[config.mk]
export PLATFORM = sky130hd
export DESIGN_NAME = trigger_coincidence_x8
export DESIGN_NICKNAME = d
export VERILOG_FILES = /design/src/rtl/trigger_coinc_pkg.sv /design/src/rtl/chan_hit_stretch.sv /design/src/rtl/trigger_coincidence_x8.sv
export SDC_FILE = /design/constraint.sdc
export NUM_CORES = 1
export LEC_CHECK = 0
export CAP_MARGIN = 25
export CORE_MARGIN = 5
export CORE_UTILIZATION = 57
export DETAILED_ROUTE_END_ITERATION = 12
export GPL_ROUTABILITY_DRIVEN = 0
export PLACE_DENSITY = 0.88
export SLEW_MARGIN = 40
export SYNTH_ARGS = -nofsm -noshare
export SYNTH_HDL_FRONTEND = slang
export SYNTH_HIERARCHICAL = 1
export SYNTH_SLANG_ARGS = --single-unit
[constraint.sdc]
create_clock -name aclk -period 12.6 [get_ports aclk]
set_input_delay 3.15 -clock aclk [delete_from_list [all_inputs] [get_ports aclk]]
set_output_delay 3.15 -clock aclk [all_outputs]
set_load 0.02 [all_outputs]
[src/rtl/trigger_coinc_pkg.sv]
`default_nettype none
// ============================================================================
// Module   : trigger_coinc_pkg
// Brief    : Shared defaults, FSM state type and sample magnitude helper for
//            the 8-channel coincidence trigger.
// Revision : 1.0 - initial release
// ============================================================================
package trigger_coinc_pkg;

   localparam int c_NCHAN       = 8;
   localparam int c_NSAMP       = 8;
   localparam int c_SAMPLE_BITS = 5;

   typedef enum logic [1:0] {
      IDLE = 2'd0,
      PEND = 2'd1,
      HOLD = 2'd2
   } trig_state_t;

   // Sign-extend by one bit before negating so the most negative code maps to +16.
   function automatic logic [c_SAMPLE_BITS:0] sample_abs(input logic [c_SAMPLE_BITS-1:0] s);
      logic [c_SAMPLE_BITS:0] w;
      w = {s[c_SAMPLE_BITS-1], s};
      return w[c_SAMPLE_BITS] ? -w : w;
   endfunction

endpackage
`default_nettype wire

[src/rtl/chan_hit_stretch.sv]
`default_nettype none
// ============================================================================
// Module   : chan_hit_stretch
// Brief    : One channel: threshold compare over all samples, hit register
//            and hit stretcher.
// Revision : 1.0 - initial release
// ============================================================================
module chan_hit_stretch
   import trigger_coinc_pkg::*;
#(
   parameter int NSAMP        = c_NSAMP,
   parameter int SAMPLE_BITS  = c_SAMPLE_BITS,
   parameter int STRETCH_BITS = 4
) (
   input  logic                         clk,
   input  logic                         rst_n,
   input  logic [NSAMP*SAMPLE_BITS-1:0] i_samples,
   input  logic                         i_mask_bit,
   input  logic [SAMPLE_BITS-1:0]       i_thresh,
   input  logic [STRETCH_BITS-1:0]      i_stretch,
   output logic                         o_str
);

   logic                    w_any;
   logic                    r_hit;
   logic [STRETCH_BITS-1:0] r_cnt;

   always_comb begin
      w_any = 1'b0;
      for (int k = 0; k < NSAMP; k++) begin
         if (sample_abs(i_samples[k*SAMPLE_BITS +: SAMPLE_BITS]) >= {1'b0, i_thresh})
            w_any = 1'b1;
      end
   end

   always_ff @(posedge clk or negedge rst_n) begin
      if (!rst_n) begin
         r_hit <= 1'b0;
         r_cnt <= '0;
      end else begin
         r_hit <= i_mask_bit & w_any;
         if (r_hit)
            r_cnt <= i_stretch;
         else if (r_cnt != '0)
            r_cnt <= r_cnt - STRETCH_BITS'(1);
      end
   end

   assign o_str = r_hit | (r_cnt != '0);

endmodule
`default_nettype wire

[src/rtl/trigger_coincidence_x8.sv]
`default_nettype none
// ============================================================================
// Module   : trigger_coincidence_x8
// Brief    : N-of-8 coincidence trigger with handshake output, holdoff and
//            saturating accepted/dropped scalers.
// Revision : 1.0 - initial release
// ============================================================================
module trigger_coincidence_x8
   import trigger_coinc_pkg::*;
#(
   parameter int NCHAN        = c_NCHAN,
   parameter int NSAMP        = c_NSAMP,
   parameter int SAMPLE_BITS  = c_SAMPLE_BITS,
   parameter int STRETCH_BITS = 4,
   parameter int HOLDOFF_BITS = 16
) (
   input  logic                                    aclk,
   input  logic                                    aresetn,
   input  logic [NCHAN-1:0][NSAMP*SAMPLE_BITS-1:0] dat_i,
   input  logic                                    enable_i,
   input  logic [4:0]                              thresh_i,
   input  logic [NCHAN-1:0]                        chan_mask_i,
   input  logic [STRETCH_BITS-1:0]                 stretch_i,
   input  logic [3:0]                              coinc_i,
   input  logic [HOLDOFF_BITS-1:0]                 holdoff_i,
   output logic                                    trig_valid_o,
   input  logic                                    trig_ready_i,
   output logic [NCHAN-1:0]                        trig_chans_o,
   output logic [31:0]                             trig_time_o,
   output logic [31:0]                             trig_count_o,
   output logic [31:0]                             drop_count_o
);

   logic [NCHAN-1:0]        w_str;
   logic [3:0]              w_pop;
   logic                    w_coinc;
   logic                    w_coinc_rise;

   logic [31:0]             r_ts;
   logic [31:0]             r_ts_d1;
   logic [31:0]             r_coinc_time;
   logic [NCHAN-1:0]        r_str;
   logic                    r_coinc;
   logic                    r_coinc_d;

   trig_state_t             r_state;
   logic                    r_valid;
   logic [NCHAN-1:0]        r_chans;
   logic [31:0]             r_time;
   logic [HOLDOFF_BITS-1:0] r_hold_cnt;
   logic [31:0]             r_trig_count;
   logic [31:0]             r_drop_count;

   generate
      for (genvar c = 0; c < NCHAN; c++) begin : g_chan
         chan_hit_stretch #(
            .NSAMP        (NSAMP),
            .SAMPLE_BITS  (SAMPLE_BITS),
            .STRETCH_BITS (STRETCH_BITS)
         ) u_chan (
            .clk        (aclk),
            .rst_n      (aresetn),
            .i_samples  (dat_i[c]),
            .i_mask_bit (chan_mask_i[c]),
            .i_thresh   (thresh_i),
            .i_stretch  (stretch_i),
            .o_str      (w_str[c])
         );
      end
   endgenerate

   always_comb begin
      w_pop = '0;
      for (int c = 0; c < NCHAN; c++)
         w_pop = w_pop + 4'(w_str[c]);
   end

   assign w_coinc      = (coinc_i != '0) && (w_pop >= coinc_i);
   assign w_coinc_rise = r_coinc & ~r_coinc_d;

   // The timestamp is delayed twice so it lines up with the registered coincidence.
   always_ff @(posedge aclk or negedge aresetn) begin
      if (!aresetn) begin
         r_ts         <= '0;
         r_ts_d1      <= '0;
         r_coinc_time <= '0;
         r_str        <= '0;
         r_coinc      <= 1'b0;
         r_coinc_d    <= 1'b0;
      end else begin
         r_ts         <= r_ts + 32'd1;
         r_ts_d1      <= r_ts;
         r_coinc_time <= r_ts_d1;
         r_str        <= w_str;
         r_coinc      <= w_coinc;
         r_coinc_d    <= r_coinc;
      end
   end

   always_ff @(posedge aclk or negedge aresetn) begin
      if (!aresetn) begin
         r_state      <= IDLE;
         r_valid      <= 1'b0;
         r_chans      <= '0;
         r_time       <= '0;
         r_hold_cnt   <= '0;
         r_trig_count <= '0;
      end else begin
         case (r_state)
            IDLE: begin
               if (r_coinc && enable_i) begin
                  r_valid <= 1'b1;
                  r_chans <= r_str;
                  r_time  <= r_coinc_time;
                  r_state <= PEND;
               end
            end
            PEND: begin
               if (trig_ready_i) begin
                  r_valid <= 1'b0;
                  if (r_trig_count != '1)
                     r_trig_count <= r_trig_count + 32'd1;
                  if (holdoff_i == '0) begin
                     r_state <= IDLE;
                  end else begin
                     r_hold_cnt <= holdoff_i;
                     r_state    <= HOLD;
                  end
               end
            end
            HOLD: begin
               r_hold_cnt <= r_hold_cnt - HOLDOFF_BITS'(1);
               if (r_hold_cnt <= HOLDOFF_BITS'(1))
                  r_state <= IDLE;
            end
            default: begin
               r_state <= IDLE;
               r_valid <= 1'b0;
            end
         endcase
      end
   end

   // A coincidence that could not be issued: busy, or idle but disarmed.
   always_ff @(posedge aclk or negedge aresetn) begin
      if (!aresetn) begin
         r_drop_count <= '0;
      end else if (w_coinc_rise && (r_state != IDLE || !enable_i) && r_drop_count != '1) begin
         r_drop_count <= r_drop_count + 32'd1;
      end
   end

   assign trig_valid_o = r_valid;
   assign trig_chans_o = r_chans;
   assign trig_time_o  = r_time;
   assign trig_count_o = r_trig_count;
   assign drop_count_o = r_drop_count;

endmodule
`default_nettype wire

==> reports/results.tsv <==
stage	metric	value	unit
yosys	synth.distinct_cells	65	
clocking	cts-htree-levels	1	
critical_path	crit_arrival	5820	ps
yosys	ys_seq_elements	269	
yosys	synth-edff-count	0	
drt	dr_total_vias	19900	
worst_hold_path	hp-class	flop to flop	
pwr	p_per_area	96.6	nW/um^2
floorplan	dieHeight	208	um
clocking	clkLatencyLatePin	550	ps
yosys	seq_area_frac_synth	30.1	%
floorplan	io_pins	466	
yosys	synth_common_cells	ha_1, dfrtp_1, inv_1	
yosys	yosys_warnings	6	
clocking	tritoncts	yes	
final_layout	drive_above_1_share	5.61	%
grt	antenna_found_initial	21	
yosys	synth_nets	3082	
critical_path	crit_fanout	8	
floorplan	dieArea	43400	sq um
timing	setup_tns	0	ps
clocking	cts_num_sinks	269	
yosys	syn_area_per_cell	9.72	sq um
critical_path	cp.required	13030	ps
critical_path	reg2reg_from	g_chan[0].u_chan/r_cnt[0]$_DFFE_PN0P_	
timing	maxSlewHeadroom	45.5	%
grt	grt_pass1_wl	104000	um
pwr	ir_drop	132	uV
critical_path	start_kind	input port	
floorplan	coreArea	38700	sq um
timing	hold_viol	0	
clocking	cts_resized	0	
timing	finClkSkew	10.9	ps
grt	grt_start_max_net_pins	109	
critical_path	startpoint	thresh_i[4]	
job	maxCapViolations	0	
grt	grt_use_met1	32.6	%
critical_path	worstSetupEndpointType	flop	
timing	final.period_utilization	42.7	%
drt	drt_iter0_markers	1063	
critical_path	reg2reg_slack	8160	ps
yosys	ys.flop_type	dfrtp_1	
timing	setup_viol	0	
yosys	syn_inst	2305	
timing	max_clock_freq	186	MHz
floorplan	initial_core_util	57.8	%
yosys	yosysMostFrequentCell	ha_1	
timing	tightest_slew	816	ps
clocking	cts_hold_buf	0	
drt	first_pass_iters	5	
clocking	numCtsBuffers	27	
grt	busiest_layer	met2	
yosys	synth_top_area_share	30.1	%
timing	min_period	5380	ps
final_layout	syn_to_final_growth	27.8	%
drt	via_per_inst	5.97	
drt	routed_wl	65100	um
floorplan	die_x	208	um
clocking	clockBufferDepth	3	
clocking	cts.reportedPaths.clkPinSlew	60	ps
placed_design	dpl.hpwl	52600	um
grt	grt_util_met2	51.5	%
timing	drv_slew	0	
grt	grtUsageTotal	28.7	%
final_layout	nets	3556	
placed_design	dp.cells	3267	
final_layout	final_cells	3334	
floorplan	num_rows	72	
drt	avgRoutedWirePerCell	19.5	um
yosys	synth_top_area_cell	dfrtp_1	
yosys	synthTopCellsByArea	dfrtp_1, ha_1, xnor2_1, inv_1, o21ai_0	
outcome	status	finished, final reports clean	
drt	ant_nets	0	
pwr	p_leak	13.4	nW
worst_hold_path	hold_start	r_ts_d1[22]$_DFF_PN0_	
grt	met3_usage	5.81	%
placed_design	io_buffers	465	
grt	overflow	0	
grt	grt_pass1_vias	21200	
timing	rsz0062_at_grt	false	
clocking	postCtsSetupRepairBufs	0	
clocking	cts_root_buf	clkbuf_16	
critical_path	critPathKind	input port to flop	
yosys	synth-async-reset-ratio	100	%
drt	drc_errors	0	
yosys	netlist_area	22400	sq um
-- cell families after synthesis --
kind of cell             after synthesis  share of synthesized area [%]
AO/OA/AOI/OAI                        389                           11.2
buffers and inverters                245                           4.25
multiplexers                          67                           3.28
adder cells (fa/ha/maj)              416                           23.4
XOR/XNOR                             224                           8.76
AND/OR/NAND/NOR                      695                           19.1
flip-flops                           269                           30.1
-- cell usage in the layout (no fill, tap or decap), types with 57 or more instances in the layout --
cell / Yosys / routed
clkdlybuf4s50_1: 0 / 463
dfrtp_1: 269 / 269
ha_1: 412 / 412
inv_1: 219 / 219
nand2_1: 124 / 124
nand2b_1: 99 / 99
nand3_1: 60 / 60
nor2_1: 85 / 83
nor3_1: 58 / 57
nor4bb_1: 64 / 64
o21ai_0: 150 / 150
o31ai_1: 65 / 65
xnor2_1: 204 / 204
-- worst max-delay path: stages --
cell,delay [ps]
clkdlybuf4s50_1,920
inv_1,340
ha_1,420
a22oi_1,260
nand4_1,150
a221oi_2,190
nand4_1,100
o31a_1,290
-- layer usage --
| metal | part of all wire, % | vias up | wire [um] |
|---|---|---|---|
| li1 | - | 9361 | - |
| met1 | 38 | 9523 | 24600 |
| met2 | 50 | 789 | 32600 |
| met3 | 7.0 | 204 | 4530 |
| met4 | 5.1 | 12 | 3290 |
| met5 | 0.13 | - | 82 |
-- metrics by stage --
stage                     util, %  area (sq um)  setup WS (ps)  hold WS (ps)  power (mW)
after floorplan                 -         22400           7780           331        1.60
after global placement       71.3         27600           6850           331        1.88
after detailed placement     71.4         27600           6760           335        1.96
after CTS                    73.7         28600           7330           349        2.78
after global routing         73.9         28600           7160           362        2.95
final                        73.9         28600           7220           346        2.77
-- cell type report --
class | instances | area [sq um]
well taps | 518 | 648
repair buffers | 471 | 4750
clock buffers | 34 | 732
fillers | 2608 | 10100
clock inverters | 14 | 171
diodes | 18 | 45.0
flip-flops and latches | 269 | 6730
inverters | 219 | 822
multi-input cells | 1791 | 14700
-- report_power, final --
part           switching, mW  leakage, nW  total, mW  internal, mW
Sequential            0.0778         3.54       1.02         0.939
Clock                  0.348        0.435      0.809         0.461
Combinational          0.471         9.42      0.942         0.471
-- path summary, 6_finish.rpt --
check	to	depth (start not counted)
min in group asynchronous	trig_count_o[25]$_DFFE_PN0P_	1
worst min register to register	r_coinc_time[22]$_DFF_PN0_	0
worst min-delay path	r_coinc_time[22]$_DFF_PN0_	0
worst max-delay path	g_chan[3].u_chan/r_hit$_DFF_PN0_	8
max in group asynchronous	g_chan[1].u_chan/r_hit$_DFF_PN0_	3
worst max register to register	r_coinc$_DFF_PN0_	16
-- state kept, by name (all words and copies together), names as in the netlist, 16 cells and up --
signal,cells
r_hold_cnt,16
g_chan.u_chan/r_cnt,32
trig_count_o,32
drop_count_o,32
r_ts,32
trig_time_o,32
r_coinc_time,32
r_ts_d1,32
(Power assumes the default switching activity.)
